==> config.mk <==
export PLATFORM = sky130hd
export DESIGN_NAME = up_dn_cmd_ctrl
export DESIGN_NICKNAME = d
export VERILOG_FILES = /design/src/rtl/up_dn_cmd_ctrl.sv
export SDC_FILE = /design/constraint.sdc
export NUM_CORES = 1
export LEC_CHECK = 0
export CORE_AREA = 2 2 76 78
export DETAILED_ROUTE_END_ITERATION = 10
export DIE_AREA = 0 0 78 80
export GPL_ROUTABILITY_DRIVEN = 0
export PLACE_DENSITY_LB_ADDON = 0.25
export SYNTH_ARGS = -nofsm -noshare
export SYNTH_HDL_FRONTEND = slang
export SYNTH_SLANG_ARGS = --single-unit
==> constraint.sdc <==
create_clock -name CLK -period 1.6 [get_ports CLK]
set_input_delay 0.32 -clock CLK [delete_from_list [all_inputs] [get_ports CLK]]
set_output_delay 0.32 -clock CLK [all_outputs]
set_load 0.01 [all_outputs]
==> src/rtl/up_dn_cmd_ctrl.sv <==
// up_dn_cmd_ctrl: button front end for the 5-bit up/down counter.
// Synchronises and debounces the Up/Down/Load buttons, generates single-cycle
// commands with auto-repeat on Up/Down, arbitrates Load > Down > Up and drops
// commands the counter would ignore at its High/Low limits.
module up_dn_cmd_ctrl #(
    parameter int WIDTH        = 5,
    parameter int DEB_CYCLES   = 4,
    parameter int REPEAT_DELAY = 16,
    parameter int REPEAT_RATE  = 8
) (
    input  logic             CLK,
    input  logic             RST,
    input  logic             Btn_Up,
    input  logic             Btn_Down,
    input  logic             Btn_Load,
    input  logic [WIDTH-1:0] Sw_Val,
    input  logic             High,
    input  logic             Low,
    output logic             Load,
    output logic             Up,
    output logic             Down,
    output logic [WIDTH-1:0] In
);

    localparam int CW   = $clog2(DEB_CYCLES + 1);
    localparam int TMAX = (REPEAT_DELAY > REPEAT_RATE) ? REPEAT_DELAY : REPEAT_RATE;
    localparam int TW   = $clog2(TMAX + 1);

    localparam logic [CW-1:0] DEB_LAST  = CW'(DEB_CYCLES - 1);
    localparam logic [TW-1:0] TMR_DELAY = TW'(REPEAT_DELAY);
    localparam logic [TW-1:0] TMR_RATE  = TW'(REPEAT_RATE);
    localparam logic [TW-1:0] TMR_ONE   = TW'(1);

    typedef enum logic [1:0] {
        S_IDLE  = 2'd0,
        S_FIRST = 2'd1,
        S_RPT   = 2'd2
    } rpt_state_t;

    // Button index: 0 = up, 1 = down, 2 = load
    logic [2:0] btn_raw;
    logic [2:0] sync_p0;
    logic [2:0] sync_p1;
    logic [2:0] filt_p2;
    logic       ld_filt_d;
    logic       ld_req;
    logic [1:0] rpt_req;
    logic       dn_ok;
    logic       up_ok;

    assign btn_raw = {Btn_Load, Btn_Down, Btn_Up};

    // Stage p0/p1: two-flop synchroniser for the asynchronous buttons
    always_ff @(posedge CLK or negedge RST) begin
        if (!RST) begin
            sync_p0 <= '0;
            sync_p1 <= '0;
        end else begin
            sync_p0 <= btn_raw;
            sync_p1 <= sync_p0;
        end
    end

    // Stage p2: filtered level flips only after DEB_CYCLES consecutive disagreeing cycles
    for (genvar b = 0; b < 3; b++) begin : g_deb
        logic [CW-1:0] cnt_q;
        logic          filt_q;

        // Debounce counter and filtered level for one button
        always_ff @(posedge CLK or negedge RST) begin
            if (!RST) begin
                cnt_q  <= '0;
                filt_q <= 1'b0;
            end else if (sync_p1[b] == filt_q) begin
                cnt_q <= '0;
            end else if (cnt_q == DEB_LAST) begin
                cnt_q  <= '0;
                filt_q <= ~filt_q;
            end else begin
                cnt_q <= cnt_q + CW'(1);
            end
        end

        assign filt_p2[b] = filt_q;
    end

    // Previous filtered Load level, so a load request fires once per press
    always_ff @(posedge CLK or negedge RST) begin
        if (!RST) begin
            ld_filt_d <= 1'b0;
        end else begin
            ld_filt_d <= filt_p2[2];
        end
    end

    assign ld_req = filt_p2[2] & ~ld_filt_d;

    // Auto-repeat FSM for Up (r=0) and Down (r=1); timers ignore arbitration outcome
    for (genvar r = 0; r < 2; r++) begin : g_rpt
        rpt_state_t    st_q;
        rpt_state_t    st_d;
        logic [TW-1:0] tmr_q;
        logic [TW-1:0] tmr_d;
        logic          req;

        // State and timer registers
        always_ff @(posedge CLK or negedge RST) begin
            if (!RST) begin
                st_q  <= S_IDLE;
                tmr_q <= '0;
            end else begin
                st_q  <= st_d;
                tmr_q <= tmr_d;
            end
        end

        // Next state, timer reload and request generation
        always_comb begin
            st_d  = st_q;
            tmr_d = tmr_q;
            req   = 1'b0;
            case (st_q)
                S_IDLE: begin
                    // Outside IDLE the filtered level is always high, so a high
                    // level seen here is the rising edge of a new press.
                    if (filt_p2[r]) begin
                        req   = 1'b1;
                        tmr_d = TMR_DELAY;
                        st_d  = S_FIRST;
                    end
                end
                S_FIRST, S_RPT: begin
                    if (!filt_p2[r]) begin
                        tmr_d = '0;
                        st_d  = S_IDLE;
                    end else if (tmr_q == TMR_ONE) begin
                        req   = 1'b1;
                        tmr_d = TMR_RATE;
                        st_d  = S_RPT;
                    end else begin
                        tmr_d = tmr_q - TMR_ONE;
                    end
                end
                default: begin
                    tmr_d = '0;
                    st_d  = S_IDLE;
                end
            endcase
        end

        assign rpt_req[r] = req;
    end

    // A suppressed Down does not block an Up request in the same cycle
    assign dn_ok = rpt_req[1] & ~Low;
    assign up_ok = rpt_req[0] & ~High;

    // Stage p3: registered arbitration, Load > Down > Up; In captures Sw_Val on load
    always_ff @(posedge CLK or negedge RST) begin
        if (!RST) begin
            Load <= 1'b0;
            Down <= 1'b0;
            Up   <= 1'b0;
            In   <= '0;
        end else begin
            Load <= ld_req;
            Down <= ~ld_req & dn_ok;
            Up   <= ~ld_req & ~dn_ok & up_ok;
            if (ld_req) begin
                In <= Sw_Val;
            end
        end
    end

endmodule

# --- Word level (Yosys, flattened, before mapping) ---
# Cells that the tools add are included.
classes:
  n_reduce_logical: 9
  n_eq_ne: 16
  muxes: 30
  add_sub_neg: 5
  n_bitwise: 17
ops:
  columns: ["op", "n"]
  rows:
  - ["$mux W5", 6]
  - ["$pmux W5 S2", 2]
  - ["$mux W3", 6]
  - ["$mux W2", 6]
  - ["$not A1 Y1", 11]
  - ["$eq A5 B1 Y1 const B", 2]
  - ["$reduce_and A2 Y1", 5]
  - ["$sub A5 B1 Y5 const B", 2]
  - ["$add A3 B1 Y3 const B", 3]
  - ["$eq A3 B2 Y1 const B", 3]
  - ["$pmux W2 S2", 2]
  - ["$and A1 B1 Y1", 6]
  - ["$mux W1", 6]
  - ["$ne A3 B3 Y1 const B", 2]
  - ["$eq A2 B1 Y1 const B", 2]
  - ["$eq A2 B2 Y1 const B", 2]
  - ["$logic_not A2 Y1", 2]
  - ["$ne A2 B2 Y1 const B", 2]
  - ["$pmux W1 S2", 2]
  - ["$reduce_or A2 Y1", 2]
  - ["$eq A1 B1 Y1", 3]
word_totals:
  input_bits: 12
  out_inout_bits: 8
  ff_bits: 41

# --- Longest topological paths before layout ---
# Gate-level depths: netlist of run 1.
logic_depth:
  depth_word: 8
  depth_mapped: 5

# --- Worst setup path after synthesis of run 1 ---
# OpenSTA, ideal clock, no wires.
synth_path:
  path_type: "flip-flop to flip-flop"
  startpoint: "register g_rpt[1].tmr_q[1]"
  endpoint: "register g_rpt[1].st_q[0]"
  required_ps: 1472
  synth_period_minus_slack_ps: 1688
  arrival_ps: 1561
  path_buffers: 0
  path_slack_ps: -88
  stages_incl_launch_ff: 6
  setup_ps: 128
  path_cell_list: "dfrtp_1 inv_1 ha_1 or4b_4 a31oi_1 mux2_1"
synth_between:
  elab_chain_len: 3
synth_rtl:
  columns: ["element", "line", "rtl"]
  rows:
  - ["start, declared", "102", "logic [TW-1:0] tmr_q;"]
  - ["start signal, assigned", "113", "tmr_q <= tmr_d;"]
  - ["$eq A5 B1 Y1", "136", "end else if (tmr_q == TMR_ONE) begin"]
  - ["$ne A3 B3 Y1 (no source line)", null, null]
  - ["$reduce_and A2 Y1 (no source line)", null, null]
  - ["end signal, assigned", "112", "st_q <= st_d;"]
  - ["end, declared", "100", "rpt_state_t st_q;"]
# Every way passes these cells.
# A chain may end at the register's enable or synchronous reset.

# --- Final worst setup path of run 1 ---
# Same ends and word-level chain as after synthesis.

==> reports/metrics.cfg, run 1 <==
[timing]
max_freq_mhz = 599
rsz0062_at_grt = true
hold_viol = 0
setup_violations = 1
drv_slew = 0
tightest_slew_ns = 0.697
setup_slack_ns = -0.0707
final.period_utilization = 1.04
fin_crit_ns = 1.67
slew-limit-headroom = 0.534
finalClockSkew_ns = 0.00657

[worst_setup_path]
reg2reg_to = g_rpt[1].st_q[0]
cp-startpoint = g_rpt[1].tmr_q[1]
ff2ff_setup_slack_ns = -0.07
critPathLaunchType = flop
setup.worst_path.end_class = flop
worstReg2RegStart = g_rpt[1].tmr_q[1]
critical_path_class = reg -> reg
crit_path_end = g_rpt[1].st_q[0]
required_ns = 1.78
cp_max_fo = 4
r2r_cells = 5
crit_arrival_ns = 1.85

[grt]
overflow = 0
grt_pass1_wl_um = 5960
grt_pass1_vias = 1364
grt_usage = 0.121
antenna_found_initial = 0
grt_max_degree = 42

[power_and_ir_drop]
pwr-share-comb = 0.467
total_power_mw = 4.33
switching_share = 0.351
p_leak_nw = 1.04
switchingPower_mw = 1.52
intPower_mw = 2.81
pwr-share-clk = 0.150
power.density_mw_per_mm2 = 1810
power_frac_seq = 0.383
ir_drop_mv = 1.15

[cells_and_area]
fin_nets = 214
final_core_util = 0.443
layout-drive-gt1-share = 0.242
diodes = 0
fill_cells = 522
area_growth_pct = 29.0

[floorplanning]
dieArea_mm2 = 0.00624
rows = 27
core_mm2 = 0.00541
start_util = 0.343
ios = 20
die_h_um = 80
die_w_um = 78

[cts]
cts_hold_buf = 0
clock_latency_ns = 0.29
clock-root-buffer = clkbuf_8
clk_pin_slew_ns = 0.08
cts_buffer_depth = 2
cts-buffers-inserted = 5
h-tree-depth = 2
cts_tree = done
clock_sinks = 41

[synthesis]
avgSynthCellArea_um2 = 12.4
synth_ff_type = dfrtp_1
ys_types = 33
yosysWarnings = 0
synth_top_cell_by_area = dfrtp_1
synthesis.nets = 174
yosysTopAreaCellShare = 0.553
ys_seq_area_frac = 0.553
async_flop_share = 1.00
synth-seq-cells = 41
syn_inst = 149
syn_area_mm2 = 0.00185
synth_area_leaders = dfrtp_1 (55%), ha_1 (8.8%), mux2_2 (5.5%)
synth_edf_count = 0

[run]
max_cap_violations = 0

[drt]
drc_errors = 0
wirelength_um = 3330
vias_per_cell = 4.81
vias = 1261
antenna_left = 0
wl_per_cell_um = 12.7
dr.pass1.iters = 4
first_iter_violations = 90

[place]
port-buffer-count = 19
hpwl_um = 2320

[status]
violations = setup timing
status = finished with violations

[worst_hold_path]
worstHoldPathType = in -> async

power groups by stage:
stage | combinational, mW | clock [mW] | sequential (mW)
after global routing | 2.26 | 0.720 | 1.72
after CTS | 1.81 | 0.673 | 1.66
after global placement | 1.69 | 0 | 1.66
after floorplan | 1.14 | 0 | 1.66
final | 2.02 | 0.651 | 1.66
after detailed placement | 1.76 | 0 | 1.68
cell families after synthesis:
| logic type | count (synthesis) | share of synthesized area |
|---|---|---|
| flip-flops | 41 | 0.553 |
| AO/OA/AOI/OAI | 25 | 0.0877 |
| multiplexers | 11 | 0.0661 |
| adder cells (fa/ha/maj) | 13 | 0.0877 |
| XOR/XNOR | 4 | 0.0189 |
| AND/OR/NAND/NOR | 44 | 0.161 |
| buffers and inverters | 11 | 0.0250 |
timing repair:
| item | in CTS | in global routing |
|---|---|---|
| resized for setup | 3 | 10 |
| endpoints found under the setup margin | 2 | 9 |
| pin swaps | 0 | 4 |
| buffers inserted | 0 | 6 |
| cloned | 0 | 0 |
how the worst min path moves through the flow:
stage	start	endpoint	slack [ns]	cells after the start
2_1_floorplan	RST	Down	0.02	0
3_3_place_gp	sync_p0[0]	sync_p1[0]	0.33	0
3_5_place_dp	sync_p0[1]	sync_p1[1]	0.34	0
4_1_cts	RST	g_rpt[1].tmr_q[1]	0.11	2
5_1_grt	RST	g_deb[1].cnt_q[2]	0.12	2
6_report	RST	g_rpt[1].tmr_q[1]	0.08	2
layout make-up:
type | count | area, um^2 | area share
multi-input combinational | 97 | 855 | 0.357
sequential | 41 | 1030 | 0.429
timing repair buffer | 35 | 305 | 0.128
clock inverter | 2 | 10.0 | 0.00418
inverter | 9 | 33.8 | 0.0141
tap | 72 | 90.1 | 0.0377
clock buffer | 6 | 72.6 | 0.0303
routing by layer:
| metal | GRT usage | vias up | wire, um |
|---|---|---|---|
| met5 | 0 | - | 0 |
| met4 | 0.0491 | 0 | 15 |
| met3 | 0.0283 | 2 | 114 |
| met2 | 0.227 | 21 | 1840 |
| met1 | 0.131 | 630 | 1360 |
| li1 | - | 608 | - |
cell usage in the layout, fill, tap and decap left out, types with 2 or more instances in the layout:
cell,count
dfrtp_1,41
ha_4,2
nor2_1,2
a21oi_1,4
inv_1,6
nand2b_1,4
nor3b_1,9
xnor2_1,4
nor3_1,5
o21ai_0,5
nor2b_1,7
o21a_1,2
o2bb2ai_1,3
o21ai_1,2
clkinv_2,2
ha_1,11
clkdlybuf4s50_1,18
clkbuf_8,5
inv_2,3
nand2_1,7
and3b_1,3
buf_4,16
mux2_2,9
nand3b_1,2
metrics by stage:
stage          hold slack, ns  setup TNS (ns)  instances  setup slack, ns  cell area, um^2
3_5_place_dp            0.339          -0.147        248          -0.0821             2200
4_1_cts                 0.106         -0.0866        256          -0.0752             2300
6_report               0.0808         -0.0707        262          -0.0707             2390
2_1_floorplan          0.0244         -0.0253        149          -0.0253             1870
5_1_grt                 0.119          -0.302        262           -0.121             2390
3_3_place_gp            0.332         -0.0457        248          -0.0457             2200
cells in the mapped netlist, types with 4 or more instances:
| master | number |
|---|---|
| nor3_1 | 5 |
| nor2b_1 | 7 |
| a21oi_1 | 4 |
| ha_1 | 13 |
| inv_1 | 9 |
| nand2b_1 | 4 |
| nand2_1 | 7 |
| o21ai_0 | 7 |
| xnor2_1 | 4 |
| mux2_2 | 9 |
| dfrtp_1 | 41 |
| nor3b_1 | 9 |
flip-flops by register name, indices dropped and copies added, names as in the netlist:
| signal | count |
|---|---|
| g_rpt.tmr_q | 10 |
| g_deb.cnt_q | 9 |
| In | 5 |
| g_rpt.st_q | 4 |
| g_deb.filt_q | 3 |
| sync_p0 | 3 |
| sync_p1 | 3 |
| Down | 1 |
| Load | 1 |
| Up | 1 |
| ld_filt_d | 1 |
critical path: stages, from the launching register on:
cell	delay [ns]
dfrtp_1	0.40
inv_2	0.08
ha_4	0.12
or4b_4	0.49
a31oi_4	0.15
mux2_1	0.33
No activity file was read; power rests on OpenSTA's default activity.
==> run 2: changes to the inputs <==
DONT_BUFFER_PORTS = 1   (was default)
==> run 2 against run 1 <==
  * Highest routed layer unchanged
  * The run still ends with setup timing left
  * Maximum frequency is 0.99% higher
  * Global-route usage rose by 0.27 points
  * Critical path type unchanged
  * Wire length increased by 7.3%
  * Total power shrank 1.8%
==> reports/metrics.cfg, run 2 (synthesis results as in run 1) <==
[cts]
cts-buffers-inserted = 5  ; unchanged
h-tree-depth = 2  ; unchanged
clock_sinks = 41  ; unchanged
clock-root-buffer = clkbuf_8  ; unchanged
cts_tree = done  ; unchanged
cts_buffer_depth = 2  ; unchanged
clock_latency_ns = 0.29  ; about the same
clk_pin_slew_ns = 0.08  ; about the same

[floorplanning]
start_util = 0.343  ; unchanged
die_h_um = 80  ; unchanged
dieArea_mm2 = 0.00624  ; unchanged
rows = 27  ; unchanged
die_w_um = 78  ; unchanged
ios = 20  ; unchanged
core_mm2 = 0.00541  ; unchanged

[cells_and_area]
diodes = 0  ; unchanged
largest_reg_flops = 10  ; unchanged
final_common_cell = dfrtp_1  ; unchanged
mostFrequentLayoutCells = dfrtp_1 (41), buf_4 (16), ha_1 (11), mux2_2 (9), nor3b_1 (8)  ; was dfrtp_1 (41), clkdlybuf4s50_1 (18), buf_4 (16), ha_1 (11)
area_growth_pct = 21.2  ; was 29.0%
layout-drive-gt1-share = 0.272  ; was 0.242
fill_cells = 553  ; was 522
fin_nets = 197  ; was 214
reg_top3 = g_rpt.tmr_q x10, g_deb.cnt_q x9, In x5  ; unchanged
final_cells = 245  ; was 262
top_register = g_rpt.tmr_q  ; unchanged

[worst_setup_path]
cp-startpoint = g_rpt[1].tmr_q[1]  ; unchanged
critical_path_class = reg -> reg  ; unchanged
worstReg2RegStart = g_rpt[1].tmr_q[1]  ; unchanged
setup.worst_path.end_class = flop  ; unchanged
slowest_delay_ns = 0.49  ; about the same
cp_max_fo = 4  ; unchanged
crit_chain = inv_2 -> ha_4 -> or4b_4 -> a31oi_4 -> mux2_4  ; was inv_2 -> ha_4 -> or4b_4 -> a31oi_4 -> mux2_1
critPathLaunchType = flop  ; unchanged
slowest_stage = or4b_4  ; unchanged
required_ns = 1.78  ; about the same
crit_arrival_ns = 1.84  ; was 1.85 ns

[timing]
drv_slew = 0  ; unchanged
rsz0062_at_grt = true  ; unchanged
hold_viol = 0  ; unchanged
final.period_utilization = 1.03  ; was 1.04
tightest_slew_ns = 0.446  ; was 0.697 ns
setup_violations = 1  ; unchanged
setup_slack_ns = -0.0543  ; was -0.0707 ns
slew-limit-headroom = 0.702  ; was 0.534
max_freq_mhz = 604  ; was 599 MHz
finalClockSkew_ns = 0.00624  ; was 0.00657 ns
fin_crit_ns = 1.65  ; was 1.67 ns

[drt]
drc_errors = 0  ; unchanged
wirelength_um = 3570  ; was 3330 um
wl_per_cell_um = 14.6  ; was 12.7 um
vias = 1217  ; was 1261
vias_per_cell = 4.97  ; was 4.81
first_iter_violations = 53  ; was 90
antenna_left = 0  ; unchanged
dr.pass1.iters = 4  ; unchanged

[status]
status = finished with violations  ; unchanged
violations = setup timing  ; unchanged

[power_and_ir_drop]
total_power_mw = 4.25  ; was 4.33 mW
power.density_mw_per_mm2 = 1890  ; was 1810 mW/mm^2
p_leak_nw = 0.975  ; was 1.04 nW
ir_drop_mv = 0.907  ; was 1.15 mV

[grt]
grt_pass1_vias = 1292  ; was 1364
overflow = 0  ; unchanged
grt_pass1_wl_um = 6030  ; was 5960 um
antenna_found_initial = 0  ; unchanged
grt_max_degree = 42  ; unchanged
grt_usage = 0.124  ; was 0.121

[place]
place_ws_ns = -0.0924  ; was -0.0821 ns
dp_cells = 231  ; was 248
hpwl_um = 2390  ; was 2320 um
port-buffer-count = 0  ; was 19

[run]
max_cap_violations = 0  ; unchanged

[worst_hold_path]
worstHoldPathType = in -> reg  ; was in -> async
hp-start = Btn_Load

run 2: timing repair:
action                                  CTS  global route
endpoints found under the setup margin    2            11
gates cloned                              0             0
setup buffers                             0             4
hold buffers                              2             0
gates resized for setup                   6             9
endpoints found under the hold margin    41             0
pin swaps                                 0             0
run 2: path summary, 6_finish.rpt:
path | end | slack (ns) | depth (start not counted)
max in group asynchronous | In[2] | 0.90 | 2
min reg2reg | sync_p1[0] | 0.35 | 0
max reg2reg | g_rpt[1].st_q[0] | -0.05 | 5
min in group asynchronous | g_rpt[1].tmr_q[4] | 0.49 | 2
max | g_rpt[1].st_q[0] | -0.05 | 5
min | sync_p0[2] | 0.05 | 0
run 2: cell type report:
type / instances / area, um^2 / area share
flip-flops and latches: 41 / 1030 / 0.457
multi-input cells: 97 / 860 / 0.383
repair buffers: 18 / 150 / 0.0668
well taps: 72 / 90.1 / 0.0401
clock buffers: 6 / 72.6 / 0.0323
inverters: 9 / 33.8 / 0.0150
clock inverters: 2 / 15.0 / 0.00668
run 2: layer usage:
metal	routed length (um)	global-route usage	up-vias
li1	-	-	568
met1	1540	0.145	612
met2	1800	0.216	28
met3	150	0.0339	9
met4	80	0.0474	0
met5	0	0	-
run 2: where the power goes:
part           total (mW)  switching [mW]  internal, mW
clock               0.675           0.368         0.307
combinational        1.86           0.869         0.995
sequential           1.71           0.329          1.39
run 2: metrics by stage:
stage	setup TNS (ns)	hold WS (ns)	area, um^2	utilization
after floorplan	-0.0253	0.0244	1870	-
after global placement	-0.0299	0.0253	2030	0.376
after detailed placement	-0.0924	0.0253	2030	0.376
after CTS	-0.133	0.0423	2180	0.403
after global routing	-0.288	0.0295	2250	0.416
final	-0.0543	0.0524	2250	0.416
run 2: critical path: cells and delay by family, from the launching register on:
family,cells,cell delay [ns]
flip-flops,1,0.39
multiplexers,1,0.31
buffers and inverters,1,0.08
AND/OR/NAND/NOR,1,0.49
adder cells (fa/ha/maj),1,0.12
AO/OA/AOI/OAI,1,0.16
==> run 3: changes to the inputs <==
==> constraint.sdc (replaced) <==
create_clock -name CLK -period 1.6 [get_ports CLK]
set_input_delay 0.16 -clock CLK [delete_from_list [all_inputs] [get_ports CLK]]
set_output_delay 0.16 -clock CLK [all_outputs]
set_load 0.01 [all_outputs]
==> run 3 against run 2 <==
  * Maximum frequency is essentially flat
  * Sequential share of layout area decreased by 0.60 points
  * Largest power group unchanged
  * The flow still finishes with violations (setup timing)
  * Via count increased by 0.49%
  * Wire length fell by 0.14%
  * Sequential power is essentially flat
  * Clock power about the same
  * Clock-buffer cell count stayed put
  * Highest routed layer unchanged
  * Die area did not move
  * Non-clock buffer count increased by 3
  * Worst setup slack about the same
  * Cell area is 1.3% higher
  * Cell count up 1.2%
  * Largest cell class unchanged
==> reports/metrics.cfg, run 3 (synthesis results as in run 1) <==
[floorplanning]
start_util = 0.343  ; unchanged
rows = 27  ; unchanged
ios = 20  ; unchanged
die_w_um = 78  ; unchanged
die_h_um = 80  ; unchanged
dieArea_mm2 = 0.00624  ; unchanged
core_mm2 = 0.00541  ; unchanged

[worst_setup_path]
crit_path_end = g_rpt[1].st_q[0]  ; unchanged
r2r_cells = 5  ; unchanged
ff2ff_setup_slack_ns = -0.05  ; about the same
crit_arrival_ns = 1.84  ; about the same
critPathLaunchType = flop  ; unchanged
worstReg2RegStart = g_rpt[1].tmr_q[1]  ; unchanged
required_ns = 1.78  ; about the same
setup.worst_path.end_class = flop  ; unchanged
critical_path_class = reg -> reg  ; unchanged
cp_max_fo = 4  ; unchanged
cp-startpoint = g_rpt[1].tmr_q[1]  ; unchanged
reg2reg_to = g_rpt[1].st_q[0]  ; unchanged

[cts]
cts_tree = done  ; unchanged
clock_latency_ns = 0.29  ; about the same
clk_pin_slew_ns = 0.08  ; about the same
clock-root-buffer = clkbuf_8  ; unchanged
h-tree-depth = 2  ; unchanged
cts_buffer_depth = 2  ; unchanged
clock_sinks = 41  ; unchanged
cts-buffers-inserted = 5  ; unchanged

[status]
violations = setup timing  ; unchanged
status = finished with violations  ; unchanged

[drt]
first_iter_violations = 49  ; was 53
vias_per_cell = 4.93  ; was 4.97
wl_per_cell_um = 14.4  ; was 14.6 um
vias = 1223  ; was 1217
antenna_left = 0  ; unchanged
dr.pass1.iters = 4  ; unchanged
wirelength_um = 3560  ; was 3570 um
drc_errors = 0  ; unchanged

[place]
hpwl_um = 2390  ; unchanged
place_ws_ns = -0.0924  ; unchanged
dpl_cell_area_mm2 = 0.00203  ; unchanged
port-buffer-count = 0  ; unchanged

[cells_and_area]
reg_top3 = g_rpt.tmr_q x10, g_deb.cnt_q x9, In x5  ; unchanged
top_register = g_rpt.tmr_q  ; unchanged
multi_input_area_um2 = 860  ; unchanged
regArea_mm2 = 0.00103  ; unchanged
fin_area_mm2 = 0.00228  ; was 0.00225 mm^2
diodes = 0  ; unchanged
final_common_cell = dfrtp_1  ; unchanged
fill_cells = 552  ; was 553
area_growth_pct = 22.8  ; was 21.2%
largest_reg_flops = 10  ; unchanged
mostFrequentLayoutCells = dfrtp_1 (41), buf_4 (16), ha_1 (11), mux2_2 (9), nor3b_1 (8)  ; unchanged
fin_nets = 200  ; was 197
layout-drive-gt1-share = 0.267  ; was 0.272

[timing]
slew-limit-headroom = 0.702  ; about the same
rsz0062_at_grt = true  ; unchanged
fin_crit_ns = 1.65  ; about the same
hold_slack_ns = 0.0127  ; was 0.0524 ns
max_freq_mhz = 605  ; was 604 MHz
finalClockSkew_ns = 0.00648  ; was 0.00624 ns
final.period_utilization = 1.03  ; about the same
tightest_slew_ns = 0.445  ; was 0.446 ns
hold_viol = 0  ; unchanged
drv_slew = 0  ; unchanged
setup_violations = 1  ; unchanged
setup_slack_ns = -0.0540  ; was -0.0543 ns
setup_tns_ns = -0.0540  ; was -0.0543 ns

[grt]
grt_max_degree = 42  ; unchanged
grt_pass1_vias = 1289  ; was 1292
grt_pass1_wl_um = 6030  ; unchanged
overflow = 0  ; unchanged
grt_usage = 0.124  ; unchanged
antenna_found_initial = 0  ; unchanged

[worst_hold_path]
worstHoldPathType = in -> reg  ; unchanged
hp-start = Sw_Val[3]  ; was Btn_Load

[power_and_ir_drop]
power.density_mw_per_mm2 = 1870  ; was 1890 mW/mm^2
ir_drop_mv = 0.907  ; about the same
p_leak_nw = 0.988  ; was 0.975 nW

[run]
max_cap_violations = 0  ; unchanged

## run 3: changes by cell type in the layout (fill, tap and decap cells not counted)
cell	delta
dlygate4sd3_1	+3
## run 3: how the worst min path moves through the flow
stage          cells past startpoint         end  slack, ns
2_1_floorplan                      0        Down      -0.14
3_3_place_gp                       0  sync_p0[1]      -0.13
3_5_place_dp                       0  sync_p1[1]      -0.13
4_1_cts                            1       In[3]      0.006
5_1_grt                            1       In[4]     0.0002
6_report                           1       In[3]       0.01
## run 3: worst max-delay path, cell delays in order, from the launching register on
cell	delay [ns]
dfrtp_1	0.39
inv_2	0.08
ha_4	0.12
or4b_4	0.49
a31oi_4	0.16
mux2_4	0.31
## run 3: repair_timing
item / 4_1_cts / 5_1_grt
hold buffers: 5 / 0
buffers inserted: 0 / 4
endpoints found under the hold margin: 44 / 0
gates resized for setup: 6 / 9
endpoints found under the setup margin: 2 / 11
## run 3: area by class of cell
class | count | area share
timing repair buffer | 21 | 0.0791
multi-input combinational | 97 | 0.377
tap | 72 | 0.0396
inverter | 9 | 0.0148
sequential | 41 | 0.451
clock buffer | 6 | 0.0319
clock inverter | 2 | 0.00659
## run 3: through the flow
step	cells	util	power (mW)
6_report	248	0.421	4.26
3_5_place_dp	231	0.376	3.28
2_1_floorplan	149	-	2.80
5_1_grt	248	0.421	4.60
3_3_place_gp	231	0.376	3.20
4_1_cts	244	0.408	4.11
## run 3: power by group
part           switching (mW)  total, mW  internal (mW)
Clock                   0.367      0.675          0.307
Sequential              0.328       1.71           1.39
Combinational           0.868       1.87           1.00
## run 3: metal layers
metal,part of all wire,vias to the layer above,GRT usage
met3,0.039,9,0.0339
li1,-,574,-
met5,0,-,0
met2,0.51,26,0.216
met1,0.43,614,0.145
met4,0.022,0,0.0474
